File: config.mk
export PLATFORM = sky130hd
export DESIGN_NAME = axis_lag_differentiator
export DESIGN_NICKNAME = d
export VERILOG_FILES = /design/src/rtl/axis_lag_diff_pkg.sv /design/src/rtl/axis_lag_differentiator_sample_history.sv /design/src/rtl/axis_lag_differentiator.sv
export SDC_FILE = /design/constraint.sdc
export NUM_CORES = 1
export LEC_CHECK = 0
export BUFFER_PORTS_ARGS = -buffer_cell sky130_fd_sc_hd__buf_4
export CORE_MARGIN = 5
export CORE_UTILIZATION = 56
export CTS_CLUSTER_DIAMETER = 100
export DETAILED_ROUTE_END_ITERATION = 6
export GPL_TIMING_DRIVEN = 1
export PLACE_DENSITY_LB_ADDON = 0.25
export SETUP_SLACK_MARGIN = 0.02
export SYNTH_ARGS = -nofsm -noshare
export SYNTH_HDL_FRONTEND = slang
export SYNTH_SLANG_ARGS = --single-unit
export TNS_END_PERCENT = 5
File: constraint.sdc
create_clock -name clk -period 2.4 [get_ports clk]
set_clock_uncertainty 0.1 [all_clocks]
set_input_delay 0.24 -clock clk [delete_from_list [all_inputs] [get_ports clk]]
set_output_delay 0.24 -clock clk [all_outputs]
set_load 0.01 [all_outputs]
File: src/rtl/axis_lag_diff_pkg.sv
// Shared helpers for the lag differentiator.
// Lag register width and difference width are derived here so that the top and
// any future users agree on sizing.
package axis_lag_diff_pkg;

    // Width needed to hold a lag value in 0..max_lag
    function automatic int lag_width(input int max_lag);
        return $clog2(max_lag + 1);
    endfunction

    // Width of a full-precision difference of two signed samples
    function automatic int diff_width(input int sample_width);
        return sample_width + 1;
    endfunction

endpackage

File: src/rtl/axis_lag_differentiator_sample_history.sv
// sample_history: MAX_LAG-deep sample shift register.
// Advances PARALLEL_SAMPLES per accepted beat and exposes {current beat, history}
// with sample 0 (oldest) in the lowest bits.
// i_clear masks the stored history to zero. When i_clear is asserted together with
// i_shift, the masked view is the one that is shifted in.
module sample_history #(
    parameter int SAMPLE_WIDTH     = 16,
    parameter int PARALLEL_SAMPLES = 2,
    parameter int DEPTH            = 8
) (
    input  logic                                              clk,
    input  logic                                              rst_n,
    input  logic                                              i_shift,
    input  logic                                              i_clear,
    input  logic [SAMPLE_WIDTH*PARALLEL_SAMPLES-1:0]          i_beat,
    output logic [SAMPLE_WIDTH*(DEPTH+PARALLEL_SAMPLES)-1:0]  o_full
);

    localparam int HW = SAMPLE_WIDTH * DEPTH;
    localparam int FW = HW + SAMPLE_WIDTH * PARALLEL_SAMPLES;

    logic [HW-1:0] r_hist;
    logic [HW-1:0] w_hist_view;

    // History as seen by the lag muxes: zero on the transfer that applies a new lag
    always_comb begin
        w_hist_view = r_hist;
        if (i_clear) begin
            w_hist_view = '0;
        end else begin
            w_hist_view = r_hist;
        end
    end

    assign o_full = {i_beat, w_hist_view};

    // Keep the newest DEPTH samples of {beat, history} on every accepted beat
    always_ff @(posedge clk or negedge rst_n) begin
        if (!rst_n) begin
            r_hist <= '0;
        end else if (i_shift) begin
            r_hist <= o_full[FW-1 -: HW];
        end else if (i_clear) begin
            r_hist <= '0;
        end else begin
            r_hist <= r_hist;
        end
    end

endmodule

File: src/rtl/axis_lag_differentiator.sv
// axis_lag_differentiator: y[n] = (x[n] - x[n-K]) / 2 on signed AXI-stream samples,
// with K selectable at runtime in the range 1..MAX_LAG.
// The AXI-stream bundles are flattened as <bundle>_<field>.
// The two-stage pipeline stalls as a single unit.
// Optional build macro AXIS_LAG_DIFF_SATURATE_EN: output the saturated full-gain
// difference instead of the halved difference.
module axis_lag_differentiator
    import axis_lag_diff_pkg::*;
#(
    parameter int SAMPLE_WIDTH     = 16,
    parameter int PARALLEL_SAMPLES = 2,
    parameter int MAX_LAG          = 8,
    localparam int LAG_W           = lag_width(MAX_LAG),
    localparam int W               = SAMPLE_WIDTH * PARALLEL_SAMPLES
) (
    input  logic             clk,
    input  logic             reset_n,
    input  logic [W-1:0]     data_in_data,
    input  logic             data_in_valid,
    output logic             data_in_ready,
    input  logic             data_in_last,
    output logic [W-1:0]     data_out_data,
    output logic             data_out_valid,
    input  logic             data_out_ready,
    output logic             data_out_last,
    input  logic [LAG_W-1:0] lag_config_data,
    input  logic             lag_config_valid,
    output logic             lag_config_ready
);

    localparam int SW = SAMPLE_WIDTH;
    localparam int P  = PARALLEL_SAMPLES;
    localparam int DW = diff_width(SAMPLE_WIDTH);
    localparam int NF = MAX_LAG + PARALLEL_SAMPLES;

    typedef logic signed [SW-1:0] sample_t;

    logic [LAG_W-1:0] r_lag;
    logic [LAG_W-1:0] r_lag_new;
    logic             r_lag_pend;

    logic             r_s1_valid;
    logic             r_s1_last;
    sample_t          r_s1_x  [P];
    sample_t          r_s1_xk [P];

    logic             r_s2_valid;
    logic             r_s2_last;
    logic [W-1:0]     r_s2_data;

    logic             w_s2_free;
    logic             w_in_fire;
    logic             w_cfg_ok;
    logic             w_clear;
    logic [LAG_W-1:0] w_lag_eff;
    logic [SW*NF-1:0] w_full_flat;
    sample_t          w_full_arr [NF];
    sample_t          w_xk [P];
    logic signed [DW-1:0] w_d [P];
    logic [W-1:0]     w_y;

    assign w_s2_free        = !r_s2_valid || data_out_ready;
    assign data_in_ready    = w_s2_free;
    assign w_in_fire        = data_in_valid && w_s2_free;
    assign w_cfg_ok         = lag_config_valid && (lag_config_data != {LAG_W{1'b0}})
                              && (lag_config_data <= LAG_W'(MAX_LAG));
    assign w_lag_eff        = r_lag_pend ? r_lag_new : r_lag;
    assign w_clear          = w_in_fire && r_lag_pend;
    assign lag_config_ready = 1'b1;

    sample_history #(
        .SAMPLE_WIDTH     (SW),
        .PARALLEL_SAMPLES (P),
        .DEPTH            (MAX_LAG)
    ) u_history (
        .clk     (clk),
        .rst_n   (reset_n),
        .i_shift (w_in_fire),
        .i_clear (w_clear),
        .i_beat  (data_in_data),
        .o_full  (w_full_flat)
    );

    for (genvar j = 0; j < NF; j++) begin : g_unpack
        assign w_full_arr[j] = w_full_flat[j*SW +: SW];
    end

    // Lag latch: a legal config waits for the next input transfer, which then uses it
    always_ff @(posedge clk or negedge reset_n) begin
        if (!reset_n) begin
            r_lag      <= LAG_W'(1);
            r_lag_new  <= LAG_W'(1);
            r_lag_pend <= 1'b0;
        end else begin
            r_lag <= w_clear ? r_lag_new : r_lag;
            if (w_cfg_ok) begin
                r_lag_new  <= lag_config_data;
                r_lag_pend <= 1'b1;
            end else if (w_in_fire) begin
                r_lag_new  <= r_lag_new;
                r_lag_pend <= 1'b0;
            end else begin
                r_lag_new  <= r_lag_new;
                r_lag_pend <= r_lag_pend;
            end
        end
    end

    // Lag select muxes: pick x[n-K] for each sample from {history, current beat}
    always_comb begin
        for (int i = 0; i < P; i++) begin
            w_xk[i] = '0;
            for (int k = 1; k <= MAX_LAG; k++) begin
                if (w_lag_eff == LAG_W'(k)) begin
                    w_xk[i] = w_full_arr[MAX_LAG + i - k];
                end else begin
                    w_xk[i] = w_xk[i];
                end
            end
        end
    end

    // Stage 1: register x[n] and the selected x[n-K] when the pipe can advance
    always_ff @(posedge clk or negedge reset_n) begin
        if (!reset_n) begin
            r_s1_valid <= 1'b0;
            r_s1_last  <= 1'b0;
            for (int i = 0; i < P; i++) begin
                r_s1_x[i]  <= '0;
                r_s1_xk[i] <= '0;
            end
        end else if (w_s2_free) begin
            r_s1_valid <= data_in_valid;
            r_s1_last  <= data_in_last;
            for (int i = 0; i < P; i++) begin
                r_s1_x[i]  <= w_full_arr[MAX_LAG + i];
                r_s1_xk[i] <= w_xk[i];
            end
        end else begin
            r_s1_valid <= r_s1_valid;
            r_s1_last  <= r_s1_last;
            for (int i = 0; i < P; i++) begin
                r_s1_x[i]  <= r_s1_x[i];
                r_s1_xk[i] <= r_s1_xk[i];
            end
        end
    end

    // Stage 2 arithmetic: full-precision difference, then halve (floor) or saturate
    always_comb begin
        w_y = '0;
        for (int i = 0; i < P; i++) begin
            w_d[i] = DW'(r_s1_x[i]) - DW'(r_s1_xk[i]);
`ifdef AXIS_LAG_DIFF_SATURATE_EN
            if (w_d[i][DW-1] != w_d[i][DW-2]) begin
                w_y[i*SW +: SW] = w_d[i][DW-1] ? {1'b1, {(SW-1){1'b0}}} : {1'b0, {(SW-1){1'b1}}};
            end else begin
                w_y[i*SW +: SW] = w_d[i][SW-1:0];
            end
`else
            w_y[i*SW +: SW] = w_d[i][DW-1:1];
`endif
        end
    end

    // Stage 2: output register, held while the consumer stalls
    always_ff @(posedge clk or negedge reset_n) begin
        if (!reset_n) begin
            r_s2_valid <= 1'b0;
            r_s2_last  <= 1'b0;
            r_s2_data  <= '0;
        end else if (w_s2_free && r_s1_valid) begin
            r_s2_valid <= 1'b1;
            r_s2_last  <= r_s1_last;
            r_s2_data  <= w_y;
        end else if (w_s2_free) begin
            r_s2_valid <= 1'b0;
            r_s2_last  <= r_s2_last;
            r_s2_data  <= r_s2_data;
        end else begin
            r_s2_valid <= r_s2_valid;
            r_s2_last  <= r_s2_last;
            r_s2_data  <= r_s2_data;
        end
    end

    assign data_out_valid = r_s2_valid;
    assign data_out_last  = r_s2_last;
    assign data_out_data  = r_s2_data;

endmodule

=== Word level (Yosys, flattened, before mapping) ===
Index checks and enable logic that the tools add are counted.

* Register bits: 237
* Bits of input ports: 42
* Output and inout port bits: 36
* Word-level logic and storage cells: 57

* Add/sub/neg operators: 2
* Order comparisons: 1
* Equal/unequal tests: 8
* Mux-type cells: 23
* Reductions and logical operators: 10

{| class="wikitable"
|+ Operator list
! cell !! count
|-
| $mux W128 || 2
|-
| $mux W16 || 16
|-
| $sub A16 B16 Y17 || 2
|-
| $eq A4 B3 Y1 const B || 4
|-
| $eq A4 B2 Y1 const B || 2
|-
| $logic_and A1 B1 Y1 || 5
|-
| $eq A4 B1 Y1 const B || 1
|-
| $eq A4 B4 Y1 const B || 1
|-
| $le A4 B4 Y1 const B || 1
|-
| $mux W1 || 4
|-
| $mux W4 || 1
|-
| $reduce_bool A2 Y1 || 2
|-
| $reduce_bool A4 Y1 || 1
|-
| $logic_not A1 Y1 || 1
|-
| $logic_or A1 B1 Y1 || 1
|}

=== Longest topological paths before layout ===
Gate-level depths: netlist of the first run.

* Word-level depth: 13
* Gate-level depth with buffers: 10

=== Cells and area by module ===
A second synthesis of the first run with hierarchy kept.

* Cell total of the unflattened synthesis: 1461
* Area, all modules: 13839.5 um^2

{| class="wikitable"
|+ By module, submodules not included
! module !! instances !! cells an instance !! area each (um^2) !! sequential area each (um^2)
|-
| axis_lag_differentiator || 1 || 911 || 7641.1 || 2730.1
|-
| sample_history || 1 || 550 || 6198.4 || 3203.1
|}

=== Least setup slack after synthesis of the first run ===
Ideal clock, no wire load.

* Kind: flip-flop to flip-flop
* Start: register r_s1_x[20] (netlist name)
* End: register r_s2_data[12], in the netlist data_out_data[12]
* Setup time: 0.069 ns
* Data arrival time: 2.124 ns
* Required time: 2.231 ns
* Setup slack: 0.107 ns
* Stages on the path, launching flop included: 8
* Buffers on the path: 0
* Clock period less this slack: 2.293 ns
* Path through: dfrtp_1 ha_1 a211oi_1 o21bai_1 a21o_1 o211a_1 or4_1 nand3_1

* Cells in the longest elaborated chain, start to end: 1

{| class="wikitable"
|+ Ends and longest elaborated chain
! what !! line !! RTL
|-
| start, declared || axis_lag_differentiator.sv:44 || <nowiki>sample_t r_s1_x [P];</nowiki>
|-
| start signal, assigned by index || axis_lag_differentiator.sv:136 || <nowiki>r_s1_x[i] <= w_full_arr[MAX_LAG + i];</nowiki>
|-
| start signal, assigned by index || axis_lag_differentiator.sv:143 || <nowiki>r_s1_x[i] <= r_s1_x[i];</nowiki>
|-
| $sub A16 B16 Y17 || axis_lag_differentiator.sv:153 || <nowiki>w_d[i] = DW'(r_s1_x[i]) - DW'(r_s1_xk[i]);</nowiki>
|-
| end signal, assigned || axis_lag_differentiator.sv:175 || <nowiki>r_s2_data <= w_y;</nowiki>
|-
| end signal, assigned || axis_lag_differentiator.sv:179 || <nowiki>r_s2_data <= r_s2_data;</nowiki>
|-
| end signal, assigned || axis_lag_differentiator.sv:183 || <nowiki>r_s2_data <= r_s2_data;</nowiki>
|-
| end, declared || axis_lag_differentiator.sv:49 || <nowiki>logic [W-1:0] r_s2_data;</nowiki>
|}

No other way between the ends.
A chain may end at the register's enable or synchronous reset.

=== Worst setup path after layout of the first run ===
* Start: register r_s1_x[16] (netlist name)
* End: register r_s2_data[13], in the netlist data_out_data[13]

Same word-level chain as after synthesis.

==> reports/metrics.yaml, run 1 <==
synth:
  synth.net_count: 1569
  synth_edf_count: 0
  muxShareOfSynthArea_pct: 4.788
  synth_seq_area_share_pct: 45.14
  synth_top_family_by_area: "compound AO/OA/AOI/OAI gates"
  ys_ff_latch: 237
  yosys.area_share.simple_pct: 20.16
  syn-instance-count: 1495
  yosys_warnings: 0
  synth.distinct_cells: 76
  ys.flop_type: "dfrtp_1"
  avgSynthCellArea_sq_um: 8.793
  synthAdderAreaFrac_pct: 3.160
  syn_area_sq_um: 13150
  synth_compound_area_share_pct: 20.81
  synthXorXnorAreaFrac_pct: 1.466
  synth-async-reset-ratio_pct: 100.0
die:
  start_util_pct: 56.51
  die_area_sq_um: 26640
  die_w_um: 163.2
  fp-row-count: 56
  ios: 78
  core_sq_um: 23260
  die_y_um: 163.2
clock_tree:
  htree_levels: 1
  clock_path_buffers: 3
  path_clk_slew_ps: 60
  clock_sinks: 237
  clock_latency_ps: 530
  cts_tree: "built"
  root_buffer: "clkbuf_16"
  numCtsBuffers: 27
worst_setup_path:
  startpoint: "r_s1_x[16]"
  criticalPathCategory: "reg2reg"
  crit_path_start_kind: "register"
  r2r_start: "r_s1_x[16]"
  cp_max_fo: 3
  cp.required_ps: 2710
  critPathCaptureType: "register"
  cp.arrival_ps: 2760
place:
  place_area_sq_um: 14900
  hpwl_um: 31780
  place.gp.congestion: 0.9892
  numPortBuffers: 76
pwr:
  intPower_uw: 11170
  combPwrFrac_pct: 44.4
  p_leak_uw: 0.007330
  p_total_uw: 18270
  swShare_pct: 38.88
  peakVddDrop_uv: 682.3
  p_clk_share_pct: 23.1
  power_density_nw_per_um2: 1101
  p_switching_uw: 7103
  seq_power_share_pct: 32.6
final_layout:
  nets: 1754
  design_area_sq_um: 16590
  num_antenna_cells: 0
  synthToLayoutAreaGrowth_pct: 26.23
  drive_gt1_share_pct: 21.98
global_route:
  busiest_layer: "met2"
  grt_use_met2_pct: 53.17
  gr-usage-met3_pct: 5.526
  met1_usage_pct: 45.89
  grt_pass1_wl_um: 69210
  grt_pass1_vias: 11819
  track_usage_pct: 33.58
  grt_remaining_overflow: 0
  grt_max_degree: 72
  antenna_found_initial: 0
run_status:
  status: "finished, violations left"
  violations: "design-rule violations, negative setup slack"
sta:
  worst_pin_slew_ps: 546.7
  setup_tns_ps: -49.97
  setup_viol: 1
  hold_slack_ps: 125.9
  slew_headroom_pct: 63.55
  fin_crit_sh_pct: 102.1
  post-route-worst-setup-slack_ps: -49.97
  hold_viol: 0
  max_freq_mhz: 408.2
  rsz0062_at_grt: "true"
  maxSlewViolCount: 0
  fin_crit_ps: 2450
route:
  drt_iter0_drc: 1486
  ant_nets: 0
  wl_um: 45350
  vias: 12501
  drc: 6
  avgRoutedWirePerCell_um: 22.49
  first_pass_iters: 7
  viasPerCell: 6.201
flow_run:
  drv_cap: 0
hold_path:
  hp-class: "in2async"
[through the flow]
step	utilization [%]	setup WS [ps]	std cells
3_5_place_dp	64.04	-350.5	1924
3_3_place_gp	64.04	-381.7	1924
4_1_cts	70.08	-47.40	2012
5_1_grt	71.33	-164.8	2016
6_report	71.33	-49.97	2016
2_1_floorplan	-	107.2	1495
[state kept, by name (all words and copies together), names as in the netlist]
signal / count
r_lag: 4
r_s1_x: 32
r_s1_valid: 1
data_out_last: 1
data_out_data: 32
r_lag_pend: 1
r_s1_xk: 32
r_lag_new: 4
u_history.r_hist: 128
data_out_valid: 1
r_s1_last: 1
[cells in the mapped netlist, types with 4 or more instances]
| library cell | instances | area share (%) |
|---|---|---|
| o22ai_1 | 13 | 0.62 |
| a22oi_1 | 20 | 1.1 |
| mux2_2 | 39 | 3.3 |
| nand2b_1 | 103 | 4.9 |
| o21ai_0 | 174 | 6.6 |
| xor2_1 | 11 | 0.73 |
| a222oi_1 | 8 | 0.61 |
| dfrtp_1 | 235 | 45 |
| a21o_1 | 7 | 0.40 |
| clkbuf_1 | 69 | 2.0 |
| o32ai_1 | 7 | 0.47 |
| a22o_1 | 5 | 0.33 |
| buf_2 | 24 | 0.91 |
| nand2_1 | 301 | 8.6 |
| nor2_1 | 72 | 2.1 |
| a221oi_1 | 15 | 1.0 |
| inv_1 | 36 | 1.0 |
| a21oi_1 | 80 | 3.0 |
| a211oi_1 | 14 | 0.80 |
| o211ai_1 | 7 | 0.40 |
| nor3_1 | 29 | 1.1 |
| a2bb2oi_1 | 4 | 0.27 |
| o21a_1 | 4 | 0.23 |
| mux2i_1 | 14 | 1.1 |
| or3_1 | 5 | 0.24 |
| and2_1 | 12 | 0.57 |
| o221ai_1 | 12 | 0.80 |
| a221o_1 | 6 | 0.46 |
| buf_6 | 4 | 0.34 |
| ha_1 | 30 | 2.9 |
| o2bb2ai_1 | 4 | 0.27 |
| nor2b_1 | 8 | 0.38 |
| or4_1 | 4 | 0.23 |
| a31oi_1 | 13 | 0.62 |
| o31ai_1 | 11 | 0.63 |
| xnor2_1 | 11 | 0.73 |
| nand3_1 | 19 | 0.72 |
[worst paths after layout]
path	slack, ps	depth (start not counted)	end
worst max-delay path	-50	8	data_out_data[13]
worst min-delay path	130	2	r_s1_x[22]
worst max register to register	-50	8	data_out_data[13]
worst min register to register	370	2	data_out_data[1]
max in group asynchronous	1260	3	r_s1_xk[21]
min in group clk	130	5	r_s1_x[16]
[cells by family after synthesis]
logic type | count (synthesis)
simple gates | 575
fa+ha+maj | 32
xor+xnor | 22
buf+inv | 138
other cells | 1
compound gates | 434
flops | 237
mux | 56
[power by group through the flow]
| stage | sequential [uW] | combinational, uW | clock, uW |
|---|---|---|---|
| final | 5950 | 8110 | 4220 |
| after global routing | 6020 | 8760 | 4430 |
| after CTS | 5880 | 7610 | 4240 |
| after detailed placement | 5940 | 7410 | 0 |
| after global placement | 5910 | 7300 | 0 |
| after floorplan | 5690 | 4430 | 0 |
[layout make-up]
class | instances | area, sq um
clock buffer | 41 | 798.3
inverter | 37 | 141.4
multi-input combinational | 1120 | 6960
sequential | 237 | 5934
fill | 1844 | 6669
timing repair buffer | 257 | 2260
tap | 319 | 399.1
clock inverter | 5 | 100.1
[layout by cell type (no fill, tap or decap), types with 9 or more instances in the layout]
master,count
a211oi_1,9
a21oi_1,70
a21oi_2,10
a221oi_1,11
a22oi_1,19
a31oi_1,12
and2_1,9
buf_12,13
buf_4,192
clkbuf_16,27
dfrtp_1,234
dlygate4sd3_1,41
ha_1,28
inv_1,34
mux2_2,38
mux2i_1,14
nand2_1,294
nand2b_1,103
nand3_1,18
nor2_1,70
nor3_1,26
o21ai_0,170
o221ai_1,10
o22ai_1,13
xnor2_1,11
xor2_1,11
[routing by layer]
metal  wire, um  part of all wire (%)
met5          0                     0
met4       2359                   5.2
met3       4151                   9.2
met2      20910                    46
met1      17920                    40
[critical path: stages (launching register included)]
cell and delay (ps):
dfrtp_1 390, nor2b_2 170, fa_2 230, nor2b_1 60, o211ai_1 350, a21oi_2 140
o311a_1 350, or3_1 300, a31o_2 240
[repair_timing]
action / 4_1_cts / 5_1_grt
hold buffers: 41 / 0
gates cloned: 0 / 1
resized for setup: 25 / 57
hold endpoints to repair: 208 / 0
endpoints found under the setup margin: 19 / 44
pin swaps: 2 / 19
buffers inserted: 1 / 3
Power figures use the tool's default switching activity.
==> run 2, diff against run 1 <==
--- a/config.mk
+++ b/config.mk
@@ -5,9 +5,11 @@
 export SDC_FILE = /design/constraint.sdc
 export NUM_CORES = 1
 export LEC_CHECK = 0
-export BUFFER_PORTS_ARGS = -buffer_cell sky130_fd_sc_hd__buf_4
+export BUFFER_PORTS_ARGS = -buffer_cell sky130_fd_sc_hd__buf_2
+export CELL_PAD_IN_SITES_DETAIL_PLACEMENT = 0
+export CELL_PAD_IN_SITES_GLOBAL_PLACEMENT = 1
 export CORE_MARGIN = 5
-export CORE_UTILIZATION = 56
+export CORE_UTILIZATION = 43
 export CTS_CLUSTER_DIAMETER = 100
 export DETAILED_ROUTE_END_ITERATION = 6
 export GPL_TIMING_DRIVEN = 1
==> reports/metrics.yaml, run 2 (synthesis results as in run 1) <==
final_layout:
  nFillCells: 2803
  nets: 1756
  num_antenna_cells: 0
  seqCellArea_sq_um: 5936
  layout_commonest_cell: "nand2_1"
  synthToLayoutAreaGrowth_pct: 26.56
  largest_register_ffs: 128
  layout_common_cells: "297 x nand2_1, 233 x dfrtp_1, 166 x o21ai_0, 110 x buf_4, 103 x nand2b_1"
  multi_input_area_sq_um: 6965
  top_register: "u_history.r_hist"
  drive_gt1_share_pct: 22.59
  stdcell_count: 2100
sta:
  fin_crit_sh_pct: 97.74
  post-route-worst-setup-slack_ps: 54.16
  fin_crit_ps: 2346
  setup_viol: 0
  max_freq_mhz: 426.3
  rsz0062_at_grt: "true"
  maxSlewViolCount: 0
  slew_headroom_pct: 49.80
  worst_pin_slew_ps: 753.0
  hold_viol: 0
worst_setup_path:
  cp.arrival_ps: 2730
  crit_path_start_kind: "register"
  rr_worst_depth: 8
  r2r_slack_ps: 50
  cp_max_fo: 6
  critPathCaptureType: "register"
  criticalPathCategory: "reg2reg"
  cp.required_ps: 2790
  r2r_start: "r_s1_xk[24]"
  rr_endpoint: "data_out_data[12]"
route:
  met1_length_um: 20490
  ant_nets: 0
  wl_met3_um: 3536
  vias: 12021
  avgRoutedWirePerCell_um: 21.30
  first_pass_iters: 6
  wl_um: 44730
  top_layer: "met4"
  drt_iter0_drc: 1257
  dr_wl_met2_um: 19260
  drc: 0
  viasPerCell: 5.724
hold_path:
  min_from: "lag_config_data[3]"
  hold-path-cell-count: 4
  hp-class: "in2reg"
  min_to: "r_lag_pend"
pwr:
  peakVddDrop_uv: 591.7
  p_leak_uw: 0.007313
  p_total_uw: 18270
  power_density_nw_per_um2: 1098
die:
  die_y_um: 184.8
  fp-row-count: 64
  ios: 78
  die_w_um: 184.8
  die_area_sq_um: 34170
  start_util_pct: 43.31
  core_sq_um: 30350
clock_tree:
  clock_sinks: 237
  cts_tree: "built"
  path_clk_slew_ps: 60
  root_buffer: "clkbuf_16"
  htree_levels: 1
  clock_path_buffers: 3
  numCtsBuffers: 28
  clock_latency_ps: 550
global_route:
  grt_max_degree: 90
  grt_pass1_vias: 11494
  grt_pass1_wl_um: 68530
  grt_remaining_overflow: 0
  antenna_found_initial: 0
  track_usage_pct: 25.72
place:
  post-place-ws_ps: -226.0
  numPortBuffers: 76
  place.gp.congestion: 1.018
  hpwl_um: 31480
  dp.cells: 1992
flow_run:
  drv_cap: 0
run_status:
  status: "completed"
run 2: changes by cell type in the layout (fill, tap and decap cells not counted), sizes merged:
cell and change:
clkinv +9, clkbuf -6, buf +2, clkinvlp +2, inv +2, clkdlybuf4s15 -1, dlygate4sd3 -1
run 2: worst max-delay path by stage:
stage / cells after the start / slack, ps / start / to
after floorplan: 7 / 110 / r_s1_x[20] / data_out_data[12]
after detailed placement: 6 / -230 / r_lag_pend / r_s1_xk[6]
after global routing: 8 / -60 / r_s1_xk[24] / data_out_data[14]
final: 8 / 50 / r_s1_xk[24] / data_out_data[12]
after global placement: 6 / -270 / r_lag_pend / r_s1_xk[6]
after CTS: 8 / -10 / r_s1_xk[0] / data_out_data[31]
run 2: metal layers:
| metal | vias up | GRT usage (%) |
|---|---|---|
| met1 | 5788 | 38.41 |
| li1 | 5646 | - |
| met5 | - | 0 |
| met4 | 0 | 7.340 |
| met3 | 100 | 3.908 |
| met2 | 487 | 39.01 |
run 2: report_power, final:
group          switching, uW  internal, uW  leakage [uW]
Clock                   1820          2630      0.000478
Combinational           4370          3520       0.00383
Sequential               968          4970       0.00301
Total                   7150         11100       0.00731
run 2: area by class of cell:
type                    instances  share of cell area, %
clock buffers                  34                  4.656
clock inverters                18                  1.151
inverters                      37                 0.8348
multi-input cells            1120                  41.87
flip-flops and latches        237                  35.68
well taps                     396                  2.978
repair buffers                258                  12.83
run 2: per-stage QoR:
step	TNS, ps	instance area, sq um	util [%]	hold slack, ps
5_1_grt	-59.64	16640	54.82	37.74
6_report	0	16640	54.82	18.73
3_5_place_dp	-1124	14740	48.57	174.2
2_1_floorplan	0	13150	-	-155.6
3_3_place_gp	-961.6	14740	48.57	172.5
4_1_cts	-51.21	16230	53.48	6.722
run 2: worst max-delay path, cell delays in order (launching register included):
cell	delay, ps
dfrtp_1	440
inv_1	70
ha_1	370
a21oi_1	260
buf_4	160
nand2_1	60
o211a_1	250
or4_4	480
nand3_2	80
run 2: timing repair:
item                                    4_1_cts  5_1_grt
buffers inserted                              6       10
hold buffers                                 40        0
resized for setup                            20       71
pin swaps                                     6       20
gates cloned                                  0        1
endpoints found under the setup margin       25       35
hold endpoints to repair                    129        0
